<file path="src/rtl/tone_sequencer.sv">
`default_nettype none
// ============================================================================
// Module   : tone_sequencer
// Purpose  : Plays a writable table of square-wave notes on a 1-bit output.
//            Each note lasts DUR_CYC clock cycles. A table entry holds the
//            half-period in clock cycles, and a zero entry is a rest.
//            Playback can run once or loop, and can be aborted with stop.
// Ports    : clk, reset     - clock and synchronous active-high reset
//            start, stop    - playback control (stop wins over start)
//            loop_mode      - 1 = wrap to note 0 after the last note
//            len            - number of notes to play, clamped to DEPTH
//            wr_en/addr/data- note-table write port
//            signalout      - square-wave output
//            busy           - high while playing
//            note_idx       - index of the sounding note (held in idle)
//            done           - one-cycle pulse at the end of a one-shot run
// Revision : 1.0 - initial release
// ============================================================================
module tone_sequencer #(
  parameter int CLK_HZ  = 50000000,
  parameter int NOTE_MS = 1000,
  parameter int DEPTH   = 16,
  parameter int IDX_W   = 4,
  parameter int HP_W    = 24
) (
  input  logic             clk,
  input  logic             reset,
  input  logic             start,
  input  logic             stop,
  input  logic             loop_mode,
  input  logic [IDX_W:0]   len,
  input  logic             wr_en,
  input  logic [IDX_W-1:0] wr_addr,
  input  logic [HP_W-1:0]  wr_data,
  output logic             signalout,
  output logic             busy,
  output logic [IDX_W-1:0] note_idx,
  output logic             done
);

  localparam int DUR_CYC = (CLK_HZ / 1000) * NOTE_MS;
  localparam int DUR_W   = (DUR_CYC > 1) ? $clog2(DUR_CYC) : 1;
  // Table is sized to the full index range so any index is in bounds;
  // entries at or above DEPTH are never written and stay zero.
  localparam int TBL_N   = 1 << IDX_W;

  localparam logic [DUR_W-1:0] DUR_LAST = DUR_W'(DUR_CYC - 1);
  localparam logic [IDX_W:0]   DEPTH_L  = (IDX_W + 1)'(DEPTH);

  typedef enum logic {
    IDLE = 1'b0,
    PLAY = 1'b1
  } state_t;

  state_t           r_state;
  logic [HP_W-1:0]  r_table [TBL_N];
  logic [IDX_W:0]   r_len_lat;
  logic [HP_W-1:0]  r_hp_lat;
  logic [DUR_W-1:0] r_dur_cnt;
  logic [HP_W-1:0]  r_half_cnt;

  logic [IDX_W:0]   w_next_idx;
  logic             w_more_notes;
  logic             w_start_ok;
  logic [IDX_W:0]   w_len_clamp;

  // note_idx doubles as the playback index register.
  assign w_next_idx   = {1'b0, note_idx} + 1'b1;
  assign w_more_notes = (w_next_idx < r_len_lat);
  assign w_start_ok   = start && !stop && (len != '0);
  assign w_len_clamp  = (len > DEPTH_L) ? DEPTH_L : len;

  // Note table. Reads elsewhere see the pre-edge contents, so a write on
  // the same edge as a note load affects only later loads.
  always_ff @(posedge clk) begin
    if (reset) begin
      for (int i = 0; i < TBL_N; i++) begin
        r_table[i] <= '0;
      end
    end else if (wr_en && ({1'b0, wr_addr} < DEPTH_L)) begin
      r_table[wr_addr] <= wr_data;
    end
  end

  always_ff @(posedge clk) begin
    if (reset) begin
      r_state    <= IDLE;
      signalout  <= 1'b0;
      busy       <= 1'b0;
      done       <= 1'b0;
      note_idx   <= '0;
      r_len_lat  <= '0;
      r_hp_lat   <= '0;
      r_dur_cnt  <= '0;
      r_half_cnt <= '0;
    end else begin
      done <= 1'b0;
      case (r_state)
        IDLE: begin
          if (w_start_ok) begin
            r_state    <= PLAY;
            busy       <= 1'b1;
            r_len_lat  <= w_len_clamp;
            note_idx   <= '0;
            r_hp_lat   <= r_table[0];
            r_dur_cnt  <= '0;
            r_half_cnt <= '0;
            signalout  <= 1'b0;
          end
        end
        PLAY: begin
          if (stop) begin
            r_state   <= IDLE;
            busy      <= 1'b0;
            signalout <= 1'b0;
          end else if (r_dur_cnt == DUR_LAST) begin
            // Note boundary replaces the tone step on this edge.
            r_dur_cnt  <= '0;
            r_half_cnt <= '0;
            signalout  <= 1'b0;
            if (w_more_notes) begin
              note_idx <= w_next_idx[IDX_W-1:0];
              r_hp_lat <= r_table[w_next_idx[IDX_W-1:0]];
            end else if (loop_mode) begin
              note_idx <= '0;
              r_hp_lat <= r_table[0];
            end else begin
              r_state <= IDLE;
              busy    <= 1'b0;
              done    <= 1'b1;
            end
          end else begin
            r_dur_cnt <= r_dur_cnt + 1'b1;
            if (r_hp_lat == '0) begin
              signalout <= 1'b0;
            end else if (r_half_cnt == r_hp_lat - 1'b1) begin
              signalout  <= ~signalout;
              r_half_cnt <= '0;
            end else begin
              r_half_cnt <= r_half_cnt + 1'b1;
            end
          end
        end
        default: r_state <= IDLE;
      endcase
    end
  end

endmodule
`default_nettype wire

</file>
<file path="config.mk">
export PLATFORM = sky130hd
export DESIGN_NAME = tone_sequencer
export DESIGN_NICKNAME = d
export VERILOG_FILES = /design/src/rtl/tone_sequencer.sv
export SDC_FILE = /design/constraint.sdc
export NUM_CORES = 1
export LEC_CHECK = 0
export CELL_PAD_IN_SITES_DETAIL_PLACEMENT = 0
export CELL_PAD_IN_SITES_GLOBAL_PLACEMENT = 2
export CORE_MARGIN = 3
export CORE_UTILIZATION = 44
export DETAILED_ROUTE_END_ITERATION = 10
export HOLD_SLACK_MARGIN = 0.05
export PLACE_DENSITY_LB_ADDON = 0.1
export SYNTH_ARGS = -nofsm -noshare
export SYNTH_HDL_FRONTEND = slang
export SYNTH_SLANG_ARGS = --single-unit
</file>
<file path="constraint.sdc">
create_clock -name clk -period 4 [get_ports clk]
set_input_delay 0.6 -clock clk [delete_from_list [all_inputs] [get_ports clk]]
set_output_delay 0.6 -clock clk [all_outputs]
set_load 0.005 [all_outputs]
</file>
==> Flow_metrics.wiki <==
{| class="wikitable"
! Metric !! Value
|-
| Path type of the worst setup path || reg2reg
|-
| Total via count in the routed design || 13,900
|-
| List of cells traversed by the critical path || inv_1, ha_1, nor4b_1, nand3_1, or3_1, a21oi_1, o2111ai_1, nor4_4, o21a_4, nor3_1
|-
| Fraction of layout cells with a size suffix above 1 || 0.140
|-
| Minimum clock period || 3.30 ns
|-
| Clock transition at the register clock pins on the worst setup and hold paths after CTS || 0.06 ns
|-
| DRT Pass-1 Iters || 5
|-
| Number of enable flip-flop cells after synthesis || 384
|-
| Total standard cell area after synthesis || 0.0222 mm2
|-
| Number of antenna violations at the first check in global routing || 0
|-
| CTS Buf Count || 51
|-
| Global-route wire length before repair || 89.1 mm
|-
| Total Negative Setup Slacks || 0 ns
|-
| Commonest cells after routing, fill and taps aside || and2_1 (386), edfxtp_1 (384), nand2_1 (142), mux4_2 (96), dfxtp_1 (86)
|-
| Number of fill cells || 4,387
|-
| WP data required || 4.43 ns
|-
| DP Cell Count || 2,372
|-
| Die Span X || 231 um
|-
| RSZ-0062 raised after global routing || false
|-
| Aggregate global routing overflow || 0
|-
| Run status || complete, no violations
|-
| Largest buffer count on any clock path || 3
|-
| Reported max-cap violation count || 0
|-
| Setup bufs post-CTS || 0
|-
| Worst Hold Path Cells || 2
|-
| Final worst slack || 0.704 ns
|-
| Final HPWL DP || 34.2 mm
|-
| Number of warnings issued by yosys || 0
|-
| Total of endpoints with negative setup slack in the final report || 0
|-
| Endpoint type of the worst setup path || flip-flop
|-
| Primary FF master, synth || edfxtp_1
|-
| Layout Cells excl Fill || 2,464
|-
| H-tree levels || 2
|-
| Final routed wire length divided by cell count || 23.5 um
|-
| Asr flop ratio synth || 0
|-
| Clock tree from TritonCTS || built
|-
| Number of nets in the final layout || 1,808
|-
| Highest ir drop seen on vdd || 329 uV
|-
| Source-to-sink clock delay at the later pin of the worst-skew pair || 0.60 ns
|-
| DR iter-0 viols || 1,045
|-
| Final slew viol count || 0
|-
| Fmax achieved || 303 MHz
|-
| Detailed-route DRC error count || 0
|-
| Top post-synthesis cells by area || edfxtp_1 (52%), and2_1 (11%), mux4_2 (9.7%), dfxtp_1 (7.8%), nand2_1 (2.4%)
|-
| Netlist cell types || 60
|-
| Vias per std cell || 5.62
|-
| Largest area contributor in the synthesized netlist || edfxtp_1
|-
| Layout-stage area growth over the synthesis result || 13.0%
|-
| Number of nets still failing antenna checks after routing || 0
|-
| Largest incremental delay on the critical path || 0.56 ns
|-
| Worst slack, placed || 0.663 ns
|-
| Resized cells post-CTS || 0
|-
| Flip-flop and latch count after synthesis || 471
|-
| Effective utilization at floorplan || 0.450
|-
| Type of origin of the critical path || flip-flop
|-
| Area of the placeable core || 0.0495 mm2
|-
| Weighted congestion reported at the end of routability-driven placement || 0.805
|-
| Sinks on the clock net || 471
|-
| Final period utilization || 0.824
|-
| Mean instance size in the synthesized netlist || 12.8 um2
|-
| Total count of hold-check failures in the final report || 0
|-
| Die Span Y || 231 um
|-
| Critical path peak fanout || 22
|-
| Sequential-to-total area share from yosys stat || 0.597
|-
| Arrival time worst endpoint || 3.73 ns
|-
| Number of instances in the synthesized netlist || 1,743
|-
| Most common cell after layout, fill and taps aside || and2_1
|-
| Utilization of the core after routing || 0.508
|-
| Number of global-route vias before repair || 14,200
|-
| Worst clock skew on the final layout || 0.0193 ns
|-
| Headroom to the max-slew limit || 0.304
|-
| Ratio of total power to cell area || 440 mW/mm2
|-
| GRT Overall Usage || 0.220
|-
| Area fraction of the dominant cell type after synthesis || 0.519
|-
| Highest-delay cell along the critical path || nor4b_1
|-
| Total wirelength of the detailed-routed design || 58.0 mm
|-
| Class of the tightest hold or removal check || reg2reg
|-
| Worst reg-to-reg path cell count || 10
|-
| Number of port buffers || 45
|-
| Net Count, Synth || 1,790
|-
| Transition time at the pin with the least slew margin || 1.04 ns
|-
| Leakage component of the power || 8.54 nW
|-
| Floorplan row count || 81
|-
| Final worst hold slack || 0.461 ns
|-
| I/O pin total || 46
|-
| Hold bufs inserted after CTS || 0
|-
| Largest net degree at the start of global routing || 99
|-
| Root Buffer Master || clkbuf_16
|-
| Die Outline Area || 0.0533 mm2
|}
## layout make-up
type / count / area [um2] / area share
sequential: 471 / 13300 / 0.528
multi-input combinational: 1125 / 8480 / 0.337
clock buffer: 68 / 1400 / 0.0558
tap: 664 / 831 / 0.0331
timing repair buffer: 91 / 816 / 0.0325
clock inverter: 23 / 250 / 0.00996
inverter: 21 / 78.8 / 0.00314
antenna: 1 / 2.50 / 0.0000996
## cell usage after synthesis, drive strengths merged (4+ instances only)
cell type and number:
nor3 64, o21ai 27, or3 9, or4 5
xor2 33, and3 38, o21a 4, nand3 24
clkbuf 108, mux4 96, a21oi 20, nand2b 5
nand2 142, nand3b 8, buf 18, nand4 15
nor2 83, or2 7, xnor2 39, nor4 14
dfxtp 87, and4 4, edfxtp 384, a311oi 25
inv 21, a211oi 30, and2 386, ha 8
## critical path, delay by kind of cell, from the launching register on
kind                     cells  cell delay [ns]
adder cells (fa/ha/maj)      1             0.31
flip-flops                   1             0.36
buffers and inverters        1             0.10
AND/OR/NAND/NOR              5             1.64
AO/OA/AOI/OAI                3             0.73
## cell families after synthesis
group	count (synthesis)	synth area share
AND/OR/NAND/NOR	816	0.203
multiplexers	100	0.0991
flip-flops	471	0.597
XOR/XNOR	72	0.0284
AO/OA/AOI/OAI	129	0.0414
adder cells (fa/ha/maj)	8	0.00450
buffers and inverters	147	0.0262
## worst paths after layout
path	from	endpoint	slack [ns]
setup reg to reg	r_hp_lat[0]$_SDFFE_PP0P_	r_half_cnt[18]$_SDFFE_PP0P_	0.70
setup / recovery	r_hp_lat[0]$_SDFFE_PP0P_	r_half_cnt[18]$_SDFFE_PP0P_	0.70
hold reg to reg	r_len_lat[2]$_SDFFE_PP0P_	r_len_lat[2]$_SDFFE_PP0P_	0.46
hold / removal	r_len_lat[2]$_SDFFE_PP0P_	r_len_lat[2]$_SDFFE_PP0P_	0.46
## flip-flops by register name (all words and copies together), names as in the netlist
signal	flops
busy	1
done	1
note_idx	4
r_dur_cnt	26
r_half_cnt	24
r_hp_lat	24
r_len_lat	5
r_state	1
r_table	384
signalout	1
## metrics by stage
step	power (mW)	instance area (um2)
CTS	11.2	25100
finish	11.1	25100
global placement	6.44	23500
floorplan	6.16	22200
global route	11.4	25100
detailed placement	6.46	23500
## where the power goes
group	total, mW	switching, mW	internal (mW)
combinational	0.699	0.431	0.268
clock	4.71	1.93	2.78
sequential	5.65	0.106	5.54
## per-layer routing
metal,global-route usage,part of all wire,up-vias
li1,-,-,6369
met1,0.310,0.46,7141
met2,0.363,0.47,273
met3,0.0323,0.043,72
met4,0.0525,0.018,0
met5,0,0,-
No activity file was read; power rests on OpenSTA's default activity.
